[config.mk]
export PLATFORM = sky130hd
export DESIGN_NAME = conv_window_mac
export DESIGN_NICKNAME = d
export VERILOG_FILES = /design/src/rtl/conv_pkg.sv /design/src/rtl/conv_line_delay.sv /design/src/rtl/conv_window_mac.sv
export SDC_FILE = /design/constraint.sdc
export NUM_CORES = 2
export LEC_CHECK = 0
export ABC_AREA = 1
export BUFFER_PORTS_ARGS = -buffer_cell sky130_fd_sc_hd__buf_2
export CORE_MARGIN = 8
export CORE_UTILIZATION = 55
export CTS_BUF_LIST = sky130_fd_sc_hd__clkbuf_4
export DETAILED_ROUTE_END_ITERATION = 7
export HOLD_SLACK_MARGIN = 0.12
export PLACE_DENSITY = 0.75
export SLEW_MARGIN = 20
export SYNTH_ARGS = -nofsm -noshare
export SYNTH_HDL_FRONTEND = slang
export SYNTH_HIERARCHICAL = 1
export SYNTH_SLANG_ARGS = --single-unit
[constraint.sdc]
create_clock -name clock -period 4.1 [get_ports clock]
set_input_delay 0.41 -clock clock [delete_from_list [all_inputs] [get_ports clock]]
set_output_delay 0.41 -clock clock [all_outputs]
set_load 0.05 [all_outputs]
[src/rtl/conv_pkg.sv]
// Shared types and helpers for the streaming convolution stage.
package conv_pkg;

  localparam int unsigned PIX_W       = 8;
  localparam int unsigned WGT_W       = 8;
  localparam int unsigned FILTER_SIZE = 9;

  // Full-precision accumulator width: signed product of a zero-extended
  // pixel and a signed weight, plus growth for summing filter_size terms.
  function automatic int unsigned acc_width(input int unsigned bw,
                                            input int unsigned ww,
                                            input int unsigned fs);
    return bw + ww + 1 + $clog2(fs);
  endfunction

  localparam int unsigned ACC_W = acc_width(PIX_W, WGT_W, FILTER_SIZE);

  typedef logic        [PIX_W-1:0] pixel_t;
  typedef logic signed [WGT_W-1:0] weight_t;
  typedef logic signed [ACC_W-1:0] acc_t;

  typedef enum logic {
    IDLE   = 1'b0,
    STREAM = 1'b1
  } conv_state_t;

endpackage

[src/rtl/conv_line_delay.sv]
// One image line of delay: a depth-stage shift register advanced only when
// a pixel is accepted, so it always holds the previous `depth` pixels.
module conv_line_delay #(
  parameter int bitwidth = 8,
  parameter int depth    = 11
) (
  input  logic                clock,
  input  logic                reset,
  input  logic                enable,
  input  logic [bitwidth-1:0] data_in,
  output logic [bitwidth-1:0] data_out
);

  logic [bitwidth-1:0] taps_q [depth];

  // Shift one pixel per accepted cycle; hold while reset is asserted.
  // NOTE: the storage has no reset value on purpose -- its contents are
  // never used until the row/column counters have refilled it.
  always_ff @(posedge clock) begin
    if (enable && !reset) begin
      taps_q[0] <= data_in;
      for (int i = 1; i < depth; i++) taps_q[i] <= taps_q[i-1];
    end
  end

  assign data_out = taps_q[depth-1];

endmodule

[src/rtl/conv_window_mac.sv]
// Streaming 2-D convolution: line delays build a filterWidth x filterWidth
// window, S1 registers the products, S2 registers the adder-tree sum.
module conv_window_mac
  import conv_pkg::*;
#(
  parameter int bitwidth    = 8,
  parameter int weightWidth = 8,
  parameter int imageWidth  = 11,
  parameter int imageHeight = 11,
  parameter int filterWidth = 3,
  localparam int filterSize = filterWidth * filterWidth,
  localparam int accWidth   = acc_width(bitwidth, weightWidth, filterSize),
  localparam int addrWidth  = $clog2(filterSize)
) (
  input  logic                       clock,
  input  logic                       reset,
  input  logic                       in_valid,
  input  logic [bitwidth-1:0]        data_in,
  input  logic                       weight_we,
  input  logic [addrWidth-1:0]       weight_addr,
  input  logic [weightWidth-1:0]     weight_data,
  output logic                       weight_err,
  output logic                       out_valid,
  output logic [accWidth-1:0]        out_data,
  output logic                       frame_done
);

  localparam int colWidth  = (imageWidth  > 1) ? $clog2(imageWidth)  : 1;
  localparam int rowWidth  = (imageHeight > 1) ? $clog2(imageHeight) : 1;
  localparam int prodWidth = bitwidth + 1 + weightWidth;

  conv_state_t          state_q, state_d;
  logic [colWidth-1:0]  col_q, col_d;
  logic [rowWidth-1:0]  row_q, row_d;
  logic                 col_last, row_last, frame_last, win_ok, addr_ok, weight_ok;
  logic                 v0_q, v1_q, last0_q, last1_q;
  logic                 out_valid_q, frame_done_q, weight_err_q;
  logic [accWidth-1:0]  out_data_q;
  logic signed [accWidth-1:0]    acc_sum;
  logic signed [weightWidth-1:0] weight_q [filterSize];
  logic signed [prodWidth-1:0]   prod_q   [filterSize];
  logic [bitwidth-1:0]           win_q    [filterWidth][filterWidth];
  // col_tap[filterWidth-1] is the current line, col_tap[0] the oldest line.
  logic [bitwidth-1:0]           col_tap  [filterWidth];

  assign col_tap[filterWidth-1] = data_in;

  for (genvar k = 0; k < filterWidth - 1; k++) begin : gen_delay
    conv_line_delay #(.bitwidth(bitwidth), .depth(imageWidth)) u_delay (
      .clock   (clock),
      .reset   (reset),
      .enable  (in_valid),
      .data_in (col_tap[filterWidth-1-k]),
      .data_out(col_tap[filterWidth-2-k])
    );
  end

  assign col_last   = (col_q == colWidth'(imageWidth - 1));
  assign row_last   = (row_q == rowWidth'(imageHeight - 1));
  assign frame_last = col_last && row_last;
  assign win_ok     = in_valid && (row_q >= rowWidth'(filterWidth - 1))
                               && (col_q >= colWidth'(filterWidth - 1));
  assign addr_ok    = ({1'b0, weight_addr} < (addrWidth + 1)'(filterSize));

  // FSM state register.
  always_ff @(posedge clock) begin
    if (reset) state_q <= IDLE;
    else       state_q <= state_d;
  end

  // FSM next state: a frame starts on the first pixel, ends on the last one.
  // NOTE: every comb output gets a default first so no latch is inferred.
  always_comb begin
    state_d = state_q;
    case (state_q)
      IDLE:    if (in_valid && !frame_last) state_d = STREAM;
      STREAM:  if (in_valid &&  frame_last) state_d = IDLE;
      default: state_d = IDLE;
    endcase
  end

  // FSM outputs: kernel writes only land between frames with nothing in flight.
  always_comb begin
    weight_ok = 1'b0;
    if (state_q == IDLE && !v0_q && !v1_q && weight_we && addr_ok) weight_ok = 1'b1;
  end

  // Raster position of the next pixel to be accepted.
  always_comb begin
    col_d = col_q;
    row_d = row_q;
    if (in_valid) begin
      if (col_last) begin
        col_d = '0;
        row_d = row_last ? '0 : row_q + 1'b1;
      end else begin
        col_d = col_q + 1'b1;
      end
    end
  end

  // Counter registers.
  // NOTE: sequential state uses non-blocking assignments only.
  always_ff @(posedge clock) begin
    if (reset) begin
      col_q <= '0;
      row_q <= '0;
    end else begin
      col_q <= col_d;
      row_q <= row_d;
    end
  end

  // Window shift: newest column enters on the right, one column per pixel.
  always_ff @(posedge clock) begin
    if (in_valid) begin
      for (int r = 0; r < filterWidth; r++) begin
        for (int c = 0; c < filterWidth - 1; c++) win_q[r][c] <= win_q[r][c+1];
        win_q[r][filterWidth-1] <= col_tap[r];
      end
    end
  end

  // Kernel registers and the reject pulse for writes that arrive too late.
  always_ff @(posedge clock) begin
    if (reset) begin
      for (int i = 0; i < filterSize; i++) weight_q[i] <= '0;
      weight_err_q <= 1'b0;
    end else begin
      if (weight_ok) weight_q[weight_addr] <= weight_data;
      weight_err_q <= weight_we && !weight_ok;
    end
  end

  // S1: products of the zero-extended pixels and signed weights.
  always_ff @(posedge clock) begin
    for (int r = 0; r < filterWidth; r++)
      for (int c = 0; c < filterWidth; c++)
        prod_q[r*filterWidth+c] <= prodWidth'($signed({1'b0, win_q[r][c]}))
                                 * prodWidth'(weight_q[r*filterWidth+c]);
  end

  // Adder tree over the registered products, sign-extended to full width.
  // NOTE: blocking assignments are correct here -- this is combinational.
  always_comb begin
    acc_sum = '0;
    for (int i = 0; i < filterSize; i++) acc_sum = acc_sum + accWidth'(prod_q[i]);
  end

  // Valid/last tags follow the data through both stages; S2 captures the sum.
  always_ff @(posedge clock) begin
    if (reset) begin
      v0_q         <= 1'b0;
      v1_q         <= 1'b0;
      last0_q      <= 1'b0;
      last1_q      <= 1'b0;
      out_valid_q  <= 1'b0;
      frame_done_q <= 1'b0;
      out_data_q   <= '0;
    end else begin
      v0_q         <= win_ok;
      last0_q      <= win_ok && frame_last;
      v1_q         <= v0_q;
      last1_q      <= last0_q;
      out_valid_q  <= v1_q;
      frame_done_q <= v1_q && last1_q;
      if (v1_q) out_data_q <= acc_sum;
    end
  end

  assign out_valid  = out_valid_q;
  assign out_data   = out_data_q;
  assign frame_done = frame_done_q;
  assign weight_err = weight_err_q;

endmodule
### After elaboration in Yosys (flattened, before gate mapping)

Memories as Yosys holds them, arrays and structs flattened.
Index checks and enable logic that the tools add are counted.

* memories: 5
* bits in registers: 37
* bits of input ports: 24
* output and inout port bits: 24
* memory bits (writable): 473

Memories
* prod_q: words 9, bits a word 17, rd ports 9, clocked after memory_dff 0, wr ports 9, line conv_window_mac.sv:41 `logic signed [prodWidth-1:0] prod_q [filterSize];`
* gen_delay[0].u_delay.taps_q: words 11, bits a word 8, rd ports 11, clocked after memory_dff 0, wr ports 11, line conv_line_delay.sv:14 `logic [bitwidth-1:0] taps_q [depth];`
* gen_delay[1].u_delay.taps_q: words 11, bits a word 8, rd ports 11, clocked after memory_dff 0, wr ports 11, line conv_line_delay.sv:14
* weight_q: words 9, bits a word 8, rd ports 9, clocked after memory_dff 0, wr ports 9, line conv_window_mac.sv:40 `logic signed [weightWidth-1:0] weight_q [filterSize];`
* win_q: words 3, bits a word 24, rd ports 3, clocked after memory_dff 0, wr ports 3, line conv_window_mac.sv:42 `logic [bitwidth-1:0] win_q [filterWidth][filterWidth];`

* $lt $le $gt $ge: 3
* multipliers: 9
* multiplexer cells: 18
* bitwise operators: 1
* add/subtract/negate cells: 10
* reductions and logical operators: 20
* equal/unequal tests: 2

Operator list (number)
* multiplier 9 x 8 -> 17 bit: 9
* adder 21 x 17 -> 21 bit: 4
* adder 20 x 17 -> 21 bit: 1
* adder 19 x 17 -> 20 bit: 1
* adder 18 x 17 -> 19 bit: 1
* adder 17 x 17 -> 18 bit: 1
* logical AND 1 bit: 13
* 2-to-1 mux 1 bit: 13
* 2-to-1 mux 4 bit: 3
* adder 4 x 1 -> 4 bit (second input constant): 2
* equality test 4 bit (second input constant): 2
* greater-or-equal comparator 4 x 2 -> 1 bit (second input constant): 2
* 2-to-1 mux 8 bit: 1
* OR reduction 8 bit: 1
* zero test 1 bit: 5
* < comparator 4 bit (second input constant): 1
* one-hot mux 1 bit (2 select lines): 1
* AND reduction 2 bit: 1
* inverter 1 bit: 1

### Longest topological paths before layout

* depth after elaboration: 11
* mapped depth: 21

### Hierarchy

The synthesis kept the hierarchy.

Modules (own cells, without submodules)
* conv_window_mac: times used 1, seq. area each 8127.8 µm², area each 33853.7 µm², cells an instance 3900
* conv_line_delay: times used 2, seq. area each 2642.5 µm², area each 2652.5 µm², cells an instance 90

### Worst setup path before layout

OpenSTA, ideal clock, no wires.

* path type: reg-to-reg
* start point: memory win_q[1][8] in the netlist's numbering
* end point: memory prod_q[0][82] in the netlist's numbering
* path slack: 0.059 ns
* cell stages (with the launch flop): 16
* arrival time: 3.969 ns
* setup time: 0.072 ns
* cell sequence: edfxtp_1 -> clkbuf_1 -> or2_2 -> fa_1 -> inv_1 -> fa_1 -> fa_1 -> inv_1 -> fa_1 -> inv_1 -> ha_1 -> nand2_1 -> o21ai_0 -> a21oi_1 -> o21ai_0 -> xor2_1

RTL lines (line)
* from (decl): conv_window_mac.sv:42
* to (decl): conv_window_mac.sv:41

==> results.cfg <==
[status]
status = complete, no violations

[synth]
synth_commonest_cells = 1113 x inv_1, 727 x nand2_1, 455 x fa_1, 408 x ha_1, 320 x edfxtp_1
ys_ff_latch = 510
synth_cell_types = 42
synthArstFlopShare_pct = 0
yosysMostFrequentCell = inv_1
netlist_area_mm2 = 0.0392
synth_largest_area_cell = edfxtp_1
synth_cells = 4080
synth_top_area_share_pct = 24.5
synth-edff-count = 320
synth_area_leaders = edfxtp_1 25%, fa_1 23%, ha_1 13%
ys_seq_area_share_pct = 34.3
syn_nets = 4967
yosys_warnings = 6
synth_ff_type = edfxtp_1
synth_area_per_cell_um2 = 9.60

[clock_tree]
cts.clk_slew.worst_paths_ns = 0.08
cts_tree = yes
cts_sinks = 510
clk_latency_ns = 0.98
cts-root-buf = clkbuf_4
clockBufferDepth = 3
htreeDepth = 4
cts_buffers = 135

[worst_hold_path]
hold_path.class = in2reg

[drt]
routed_wl_um = 89400
post_drt_wl_per_cell_um = 16.4
via_per_inst = 4.96
antenna_left = 0
first_pass_iters = 5
drc = 0
first_iter_violations = 1806
vias = 27039

[global_route]
first_global_vias = 27870
antenna_found_initial = 3
grt_overflow = 0
grt_max_degree = 89
grt_pass1_wl_um = 141000
global_route.usage.total_pct = 22.7

[layout]
nNetsFinal = 5278
postLayoutCoreUtil_pct = 62.8
drive_gt1_share_pct = 15.4
area_growth_pct = 13.9
n_fill_cell = 5601

[critical_path]
timing.critical_path.fanout_max = 5
start_kind = flop
crit_type = reg2reg
cp.required_ns = 4.98
crit_path_end_kind = flop
cp.arrival_ns = 4.93

[floorplanning]
dieHeight_um = 283
dieArea_mm2 = 0.0800
fp-row-count = 98
start_util_pct = 55.2
io_pins = 48
coreArea_mm2 = 0.0710
die_x_um = 283

[timing]
layout_min_cycle_time_ns = 4.05
slew_headroom_pct = 24.2
setup_viol = 0
worst_slew_pin_slew_ns = 1.13
finClkSkew_ns = 0.0604
hold_viol = 0
postLayoutSetupSlackWorst_ns = 0.0527
slew_violations = 0
rsz0062_at_grt = yes
min_period_over_period_pct = 98.7
fmax_ghz = 0.247

[job]
maxCapViolations = 0

[placement]
port_buffers = 47
dp_worst_setup_slack_ns = -0.00825
gp_congestion = 0.920
dp_hpwl_um = 68100
[routing by layer]
metal,share of wire [%],global-route usage [%]
met5,0,0
met4,5.1,12.1
met3,6.1,4.18
met2,49,38.3
met1,40,27.8
[final cells by class]
| class | count | area (µm²) | share of cell area [%] |
|---|---|---|---|
| diodes | 4 | 10.0 | 0.0224 |
| well taps | 950 | 1190 | 2.66 |
| multi-input cells | 2300 | 21600 | 48.5 |
| clock inverters | 53 | 319 | 0.715 |
| inverters | 1125 | 4230 | 9.48 |
| clock buffers | 186 | 1400 | 3.13 |
| flip-flops and latches | 510 | 13400 | 30.1 |
| repair buffers | 319 | 2420 | 5.43 |
[cell usage in the layout, fill, tap and decap left out, types with 7 or more instances in the layout]
cell	n
nand2_2	18
or2_2	42
buf_4	229
inv_1	1098
o21ai_1	10
buf_6	12
nand3_1	47
a21oi_2	26
o21ai_0	27
nand2_1	710
nand2_4	8
xnor2_1	33
a21oi_1	109
dfxtp_1	190
edfxtp_1	320
fa_2	11
nor2_1	217
ha_4	29
ha_1	370
o21bai_1	13
nand3_2	11
buf_2	46
inv_2	19
ha_2	9
clkinv_1	36
clkinv_2	13
clkbuf_4	186
fa_1	444
dlygate4sd3_1	29
nand4_1	13
o21a_1	7
xor2_1	75
nor3_1	15
o211ai_1	7
[registers in the layout, summed over array words and instances, names as in the netlist, named ones only]
signal and cells:
col_q 4, gen_delay.u_delay/taps_q 176, last1_q 1, out_valid 1, v0_q 1, weight_err 1, last0_q 1, win_q 72
row_q 4, out_data 21, weight_q 72, prod_q 153, frame_done 1, v1_q 1
[critical path, stage by stage (launching register included)]
cell and delay (ns):
edfxtp_1 0.43, nand2_1 0.10, inv_2 0.04, fa_1 0.56, inv_2 0.05, fa_1 0.53
inv_1 0.06, fa_1 0.49, inv_2 0.04, fa_1 0.51, inv_2 0.05, ha_4 0.25
nand3b_1 0.11, nand3_2 0.11, buf_6 0.14, a21oi_2 0.13, nor2_1 0.06, nor2_1 0.12
xnor2_1 0.16
[worst paths after layout]
kind / from / slack [ns] / end / cells after the start
max reg2reg: win_q[1][19]$_DFFE_PP_ / 0.05 / prod_q[0][61]$_DFF_P_ / 18
min reg2reg: last0_q$_SDFF_PP0_ / 0.40 / last1_q$_SDFF_PP0_ / 2
min: weight_data[7] / 0.29 / weight_q[3][7]$_SDFFCE_PN0P_ / 3
max: win_q[1][19]$_DFFE_PP_ / 0.05 / prod_q[0][61]$_DFF_P_ / 18
[cells by family after synthesis]
| family | synth area share (%) |
|---|---|
| AO/OA/AOI/OAI | 3.25 |
| XOR/XNOR | 2.42 |
| adder cells (fa/ha/maj) | 36.3 |
| buffers and inverters | 12.2 |
| flip-flops | 34.3 |
| AND/OR/NAND/NOR | 11.6 |
[stage by stage]
step	hold slack, ns	std cells	cell area [µm²]	TNS [ns]
2_1_floorplan	0.388	4080	39200	0
3_3_place_gp	0.398	5081	41200	0
3_5_place_dp	0.405	5081	41200	-0.0266
4_1_cts	0.166	5354	43300	0
5_1_grt	0.189	5446	44600	-0.596
6_report	0.291	5447	44600	0
[timing repair]
action	4_1_cts	5_1_grt
pin swaps	0	64
hold buffers	29	0
buffers inserted	5	89
gates resized for setup	5	157
hold endpoints to repair	128	0
endpoints found under the setup margin	11	75
Power is not shown: default switching activity piles up to over one toggle a cycle in this logic, so the estimate is an artifact.
